**src/rtl/bp_me_stream_rr_arbiter.sv**
```systemverilog
// bp_me_stream_rr_arbiter: round-robin arbiter that shares one BedRock Stream consumer
// among num_src_p producers. The grant is locked from the header beat through the last
// beat, so beats of different messages never interleave. Outputs are a zero-latency
// combinational mux of the selected source; the only state is the lock and the rr pointer.
//
// Ports:
//   clk_i, reset_i    clock, synchronous active-high reset
//   msg_*_i           per-source header/data/valid/last, flattened (source 0 in the LSBs)
//   msg_ready_and_o   per-source ready; only the selected source sees the consumer ready
//   msg_*_o           selected header/data/valid/last toward the consumer
//   msg_ready_and_i   consumer ready
//   grant_id_o        index of the current or most recent grantee
//   msg_count_o       per-source completed-message counters (32 bits each), present only
//                     when BP_ME_STREAM_RR_ARBITER_PERF_EN is defined
module bp_me_stream_rr_arbiter #(
  parameter int num_src_p      = 2,
  parameter int header_width_p = 16,
  parameter int data_width_p   = 64,
  localparam int unsigned src_id_width_lp = (num_src_p > 1) ? $clog2(num_src_p) : 1
) (
  input  logic                                clk_i,
  input  logic                                reset_i,
  input  logic [num_src_p*header_width_p-1:0] msg_header_i,
  input  logic [num_src_p*data_width_p-1:0]   msg_data_i,
  input  logic [num_src_p-1:0]                msg_v_i,
  input  logic [num_src_p-1:0]                msg_last_i,
  output logic [num_src_p-1:0]                msg_ready_and_o,
  output logic [header_width_p-1:0]           msg_header_o,
  output logic [data_width_p-1:0]             msg_data_o,
  output logic                                msg_v_o,
  output logic                                msg_last_o,
  input  logic                                msg_ready_and_i,
`ifdef BP_ME_STREAM_RR_ARBITER_PERF_EN
  output logic [num_src_p*32-1:0]             msg_count_o,
`endif
  output logic [src_id_width_lp-1:0]          grant_id_o
);

  typedef enum logic {e_ready, e_locked} state_e;

  state_e                     state_r;
  logic [src_id_width_lp-1:0] rr_ptr_r;
  logic [src_id_width_lp-1:0] lock_id_r;
  logic [src_id_width_lp-1:0] sel;
  logic                       found;
  logic                       hs;

  // Source selection: locked source only, else first valid at or after rr_ptr_r.
  always_comb begin
    found = 1'b0;
    sel   = lock_id_r;
    if (state_r == e_locked) begin
      found = msg_v_i[lock_id_r];
    end else begin
      // Descending scan so the lowest offset from rr_ptr_r is written last and wins.
      for (int k = num_src_p - 1; k >= 0; k--) begin
        if (msg_v_i[(int'(rr_ptr_r) + k) % num_src_p]) begin
          found = 1'b1;
          sel   = src_id_width_lp'((int'(rr_ptr_r) + k) % num_src_p);
        end
      end
    end
  end

  assign msg_v_o    = found & ~reset_i;
  assign hs         = msg_v_o & msg_ready_and_i;
  assign grant_id_o = reset_i ? '0 : sel;

  // AND-OR output mux and ready steering.
  always_comb begin
    msg_header_o    = '0;
    msg_data_o      = '0;
    msg_last_o      = 1'b0;
    msg_ready_and_o = '0;
    for (int i = 0; i < num_src_p; i++) begin
      if (src_id_width_lp'(i) == sel) begin
        msg_header_o       = msg_header_i[i*header_width_p +: header_width_p];
        msg_data_o         = msg_data_i[i*data_width_p +: data_width_p];
        msg_last_o         = msg_last_i[i];
        msg_ready_and_o[i] = msg_v_o & msg_ready_and_i;
      end
    end
  end

  // Lock / round-robin state.
  always_ff @(posedge clk_i) begin
    if (reset_i) begin
      state_r   <= e_ready;
      rr_ptr_r  <= '0;
      lock_id_r <= '0;
    end else if (hs) begin
      lock_id_r <= sel;
      if (msg_last_o) begin
        state_r  <= e_ready;
        rr_ptr_r <= (sel == src_id_width_lp'(num_src_p - 1)) ? '0 : sel + src_id_width_lp'(1);
      end else begin
        state_r  <= e_locked;
      end
    end
  end

`ifdef BP_ME_STREAM_RR_ARBITER_PERF_EN
  logic [31:0] count_r [num_src_p];

  // Completed-message counters, wrapping at 2^32.
  always_ff @(posedge clk_i) begin
    if (reset_i) begin
      for (int i = 0; i < num_src_p; i++) count_r[i] <= '0;
    end else if (hs & msg_last_o) begin
      count_r[sel] <= count_r[sel] + 32'd1;
    end
  end

  always_comb begin
    for (int i = 0; i < num_src_p; i++) msg_count_o[i*32 +: 32] = count_r[i];
  end
`endif

`ifndef SYNTHESIS
  logic [header_width_p-1:0] lock_header_r;
  logic [num_src_p-1:0]      grant_mask;

  assign grant_mask = num_src_p'(1) << sel;

  always_ff @(posedge clk_i) begin
    if (!reset_i && hs) lock_header_r <= msg_header_o;
  end

  // Protocol checks: header stable across a locked message, ready only to the grantee.
  always @(posedge clk_i) begin
    if (!reset_i) begin
      if (state_r == e_locked)
        assert (msg_header_i[int'(lock_id_r)*header_width_p +: header_width_p] == lock_header_r)
          else $error("header of locked source changed mid-message");
      assert ((msg_ready_and_o & ~grant_mask) == '0)
        else $error("ready asserted to a non-grantee");
    end
  end
`endif

endmodule

```
**config.mk**
```make
export PLATFORM = sky130hd
export DESIGN_NAME = bp_me_stream_rr_arbiter
export DESIGN_NICKNAME = d
export VERILOG_FILES = /design/src/rtl/bp_me_stream_rr_arbiter.sv
export SDC_FILE = /design/constraint.sdc
export NUM_CORES = 1
export LEC_CHECK = 0
export CORE_AREA = 2 2 97 99
export DETAILED_ROUTE_END_ITERATION = 10
export DIE_AREA = 0 0 99 101
export HOLD_SLACK_MARGIN = 0.15
export SETUP_SLACK_MARGIN = 0.3
export SYNTH_ARGS = -nofsm -noshare
export SYNTH_HDL_FRONTEND = slang
export SYNTH_SLANG_ARGS = --single-unit
export TNS_END_PERCENT = 50
```
**constraint.sdc**
```tcl
create_clock -name clk_i -period 5.8 [get_ports clk_i]
set_clock_uncertainty 0.2 [all_clocks]
set_input_delay 1.16 -clock clk_i [delete_from_list [all_inputs] [get_ports clk_i]]
set_output_delay 1.16 -clock clk_i [all_outputs]
set_load 0.05 [all_outputs]
```
==> flow_metrics.env, run 1 <==
export IMPL_fin_cells=474
export IMPL_slowest_delay_ns=0.72
export IMPL_cp_max_fo=46
export IMPL_vias=1936
export IMPL_timing_final_crit_share_pct=86.63
export IMPL_crit_chain="clkdlybuf4s50_1 > nor2b_1 > o2bb2ai_4 > buf_4 > mux2_2 > clkdlybuf4s50_1"
export IMPL_critical_path_class="in -> out"
export IMPL_vias_per_cell=4.084
export IMPL_grt_pass1_wl_mm=9.570
export IMPL_cts_buffers=3
export IMPL_cts_setup_buffers=0
export IMPL_power_total_mw=0.6712
export IMPL_min_period_ns=5.024
export IMPL_worstPathRequired_ns=4.44
export IMPL_layout_drive_gt1_share_pct=24.24
export IMPL_synth_ff_latch_count=3
export IMPL_syn_nets=282
export IMPL_rows=35
export IMPL_cts_hold_buf=0
export IMPL_final_antenna_net_count=0
export IMPL_worst_path_buf_inv=3
export IMPL_syn_area_sq_um=1164
export IMPL_cap_violations=0
export IMPL_hold_ws_ns=0.3593
export IMPL_diodes=0
export IMPL_setup_slack_ns=0.7756
export IMPL_max_slew_margin_pct=62.61
export IMPL_switching_share_pct=49.55
export IMPL_hold_path_class="reg -> reg"
export IMPL_crit_path_frequent_cell="clkdlybuf4s50_1"
export IMPL_die_area_sq_um=9999
export IMPL_vdd_drop_max_v=0.00008602
export IMPL_cts_clk_slew_worst_paths_ns=0.03
export IMPL_synth_area_leader_cell="mux2_2"
export IMPL_critPathLaunchType="input pin"
export IMPL_htreeDepth=1
export IMPL_drc=0
export IMPL_final_cell_area_sq_um=3849
export IMPL_worst_slew_pin_slew_ns=0.5609
export IMPL_p_leak_nw=1.426
export IMPL_hold_depth=2
export IMPL_powerDensity_nw_per_um2=174.4
export IMPL_portBuffers=251
export IMPL_die_x_microns=99
export IMPL_wirelength_mm=6.630
export IMPL_ys_warn_count=0
export IMPL_hpwl_mm=5.780
export IMPL_crit_family="buffers and inverters"
export IMPL_cts_repair_resized=0
export IMPL_syn_inst=115
export IMPL_synth_top_area_share_pct=78.39
export IMPL_grt_max_degree=47
export IMPL_grt_overflow=0
export IMPL_final_common_cell="clkdlybuf4s50_1"
export IMPL_status="finished, final reports clean"
export IMPL_drt_iter0_markers=13
export IMPL_first_pass_iters=4
export IMPL_mostFrequentLayoutCells="clkdlybuf4s50_1, mux2_2, nor2_1"
export IMPL_core_region_area_sq_um=8977
export IMPL_cp_end_kind="primary output"
export IMPL_clkPwrFrac_pct=9.0
export IMPL_placed_area_sq_um=3804
export IMPL_grt_pass1_vias=1957
export IMPL_maxSlewViolCount=0
export IMPL_clock_latency_ns=0.21
export IMPL_clock_root_buffer="clkbuf_8"
export IMPL_cts_sinks=3
export IMPL_cp_depth=6
export IMPL_track_usage_pct=11.64
export IMPL_power_frac_comb_pct=87.3
export IMPL_finalSetupViolCount=0
export IMPL_post_place_ws_ns=0.7564
export IMPL_wl_per_cell_microns=13.99
export IMPL_die_y_microns=101
export IMPL_reg2reg_depth=5
export IMPL_grt_setup_unrepaired="false"
export IMPL_final_core_util_pct=42.87
export IMPL_antenna_found_initial=0
export IMPL_hold_viol_final=0
export IMPL_setup_tns_ns=0
export IMPL_seqPwrFrac_pct=3.6
export IMPL_avgSynthCellArea_sq_um=10.12
export IMPL_place_congestion=0.6702
export IMPL_slowest_stage="clkdlybuf4s50_1"
export IMPL_area_delta_synth_final_pct=230.8
export IMPL_ctsLongestPathBuffers=2
export IMPL_p_sw_mw=0.3326
export IMPL_initial_utilization_pct=12.96
export IMPL_synth_cell_type_count=16
export IMPL_synth_area_leaders="mux2_2, dfxtp_1, buf_2"
export IMPL_place_inst=470
export IMPL_intPower_mw=0.3387
export IMPL_cts_tree="yes"
export IMPL_layout_nets=531
export IMPL_timing_fmax_ghz=0.1990
export IMPL_crit_arrival_ns=3.66
export IMPL_ys_seq_area_share_pct=5.161
export IMPL_ioPinCount=252
## per-layer routing
metal | wire length [microns] | GRT usage, %
met5 | 0 | 0
met1 | 2326 | 12.52
met2 | 3477 | 23.23
met4 | 26 | 1.054
met3 | 799 | 3.259
## Yosys cell counts
master	n
a2111oi_1	1
a2111oi_4	1
a211oi_1	1
a21oi_1	1
and2_1	1
buf_2	9
dfxtp_1	3
inv_1	2
mux2_2	81
mux2i_1	2
nand2_1	2
nand2b_1	1
nor2_1	6
nor2b_1	2
nor3_1	1
o2bb2ai_1	1
## power groups by stage
stage	registers (mW)	logic, mW	clock network (mW)
floorplan	0.0239	0.348	0
global placement	0.0247	0.587	0
detailed placement	0.0247	0.589	0
CTS	0.0245	0.592	0.0630
global route	0.0247	0.609	0.0653
finish	0.0245	0.586	0.0607
## tightest hold or removal path, delay by kind of cell (launching register included)
| family | cells | cell delay, ns |
|---|---|---|
| flops | 1 | 0.34 |
| simple gates | 2 | 0.16 |
## flip-flops by register name (all words and copies together) (netlist names)
signal and flops:
rr_ptr_r 1, lock_id_r 1, state_r 1
## layout make-up
| type | count | area, sq um |
|---|---|---|
| inverter | 2 | 7.507 |
| tap | 111 | 138.9 |
| clock buffer | 4 | 45.04 |
| multi-input combinational | 101 | 1070 |
| timing repair buffer | 253 | 2527 |
| sequential | 3 | 60.06 |
| fill | 864 | 5129 |
## worst paths after layout
path	from	end	slack, ns
worst min register to register	lock_id_r$_SDFFE_PP0P_	lock_id_r$_SDFFE_PP0P_	0.36
worst min-delay path	lock_id_r$_SDFFE_PP0P_	lock_id_r$_SDFFE_PP0P_	0.36
worst max-delay path	msg_v_i[0]	msg_data_o[22]	0.78
worst max register to register	state_r$_SDFFE_PP0P_	state_r$_SDFFE_PP0P_	3.80
## cells by family (layout without fill, tap and decap cells)
kind of cell / Yosys count / after routing / synth area share, %
AO/OA/AOI/OAI: 5 / 5 / 5.054
buffers and inverters: 11 / 259 / 4.516
flip-flops: 3 / 3 / 5.161
multiplexers: 83 / 83 / 80.11
AND/OR/NAND/NOR: 13 / 13 / 5.161
Note: power is estimated with default switching activity, not from simulation.
==> run 2: changes to the inputs <==
--- a/config.mk
+++ b/config.mk
@@ -5,6 +5,7 @@
 export SDC_FILE = /design/constraint.sdc
 export NUM_CORES = 1
 export LEC_CHECK = 0
+export CAP_MARGIN = 10
 export CORE_AREA = 2 2 97 99
 export DETAILED_ROUTE_END_ITERATION = 10
 export DIE_AREA = 0 0 99 101
==> results of run 2 <==
No change in the layout: final DEF, timing and power equal those of run 1.
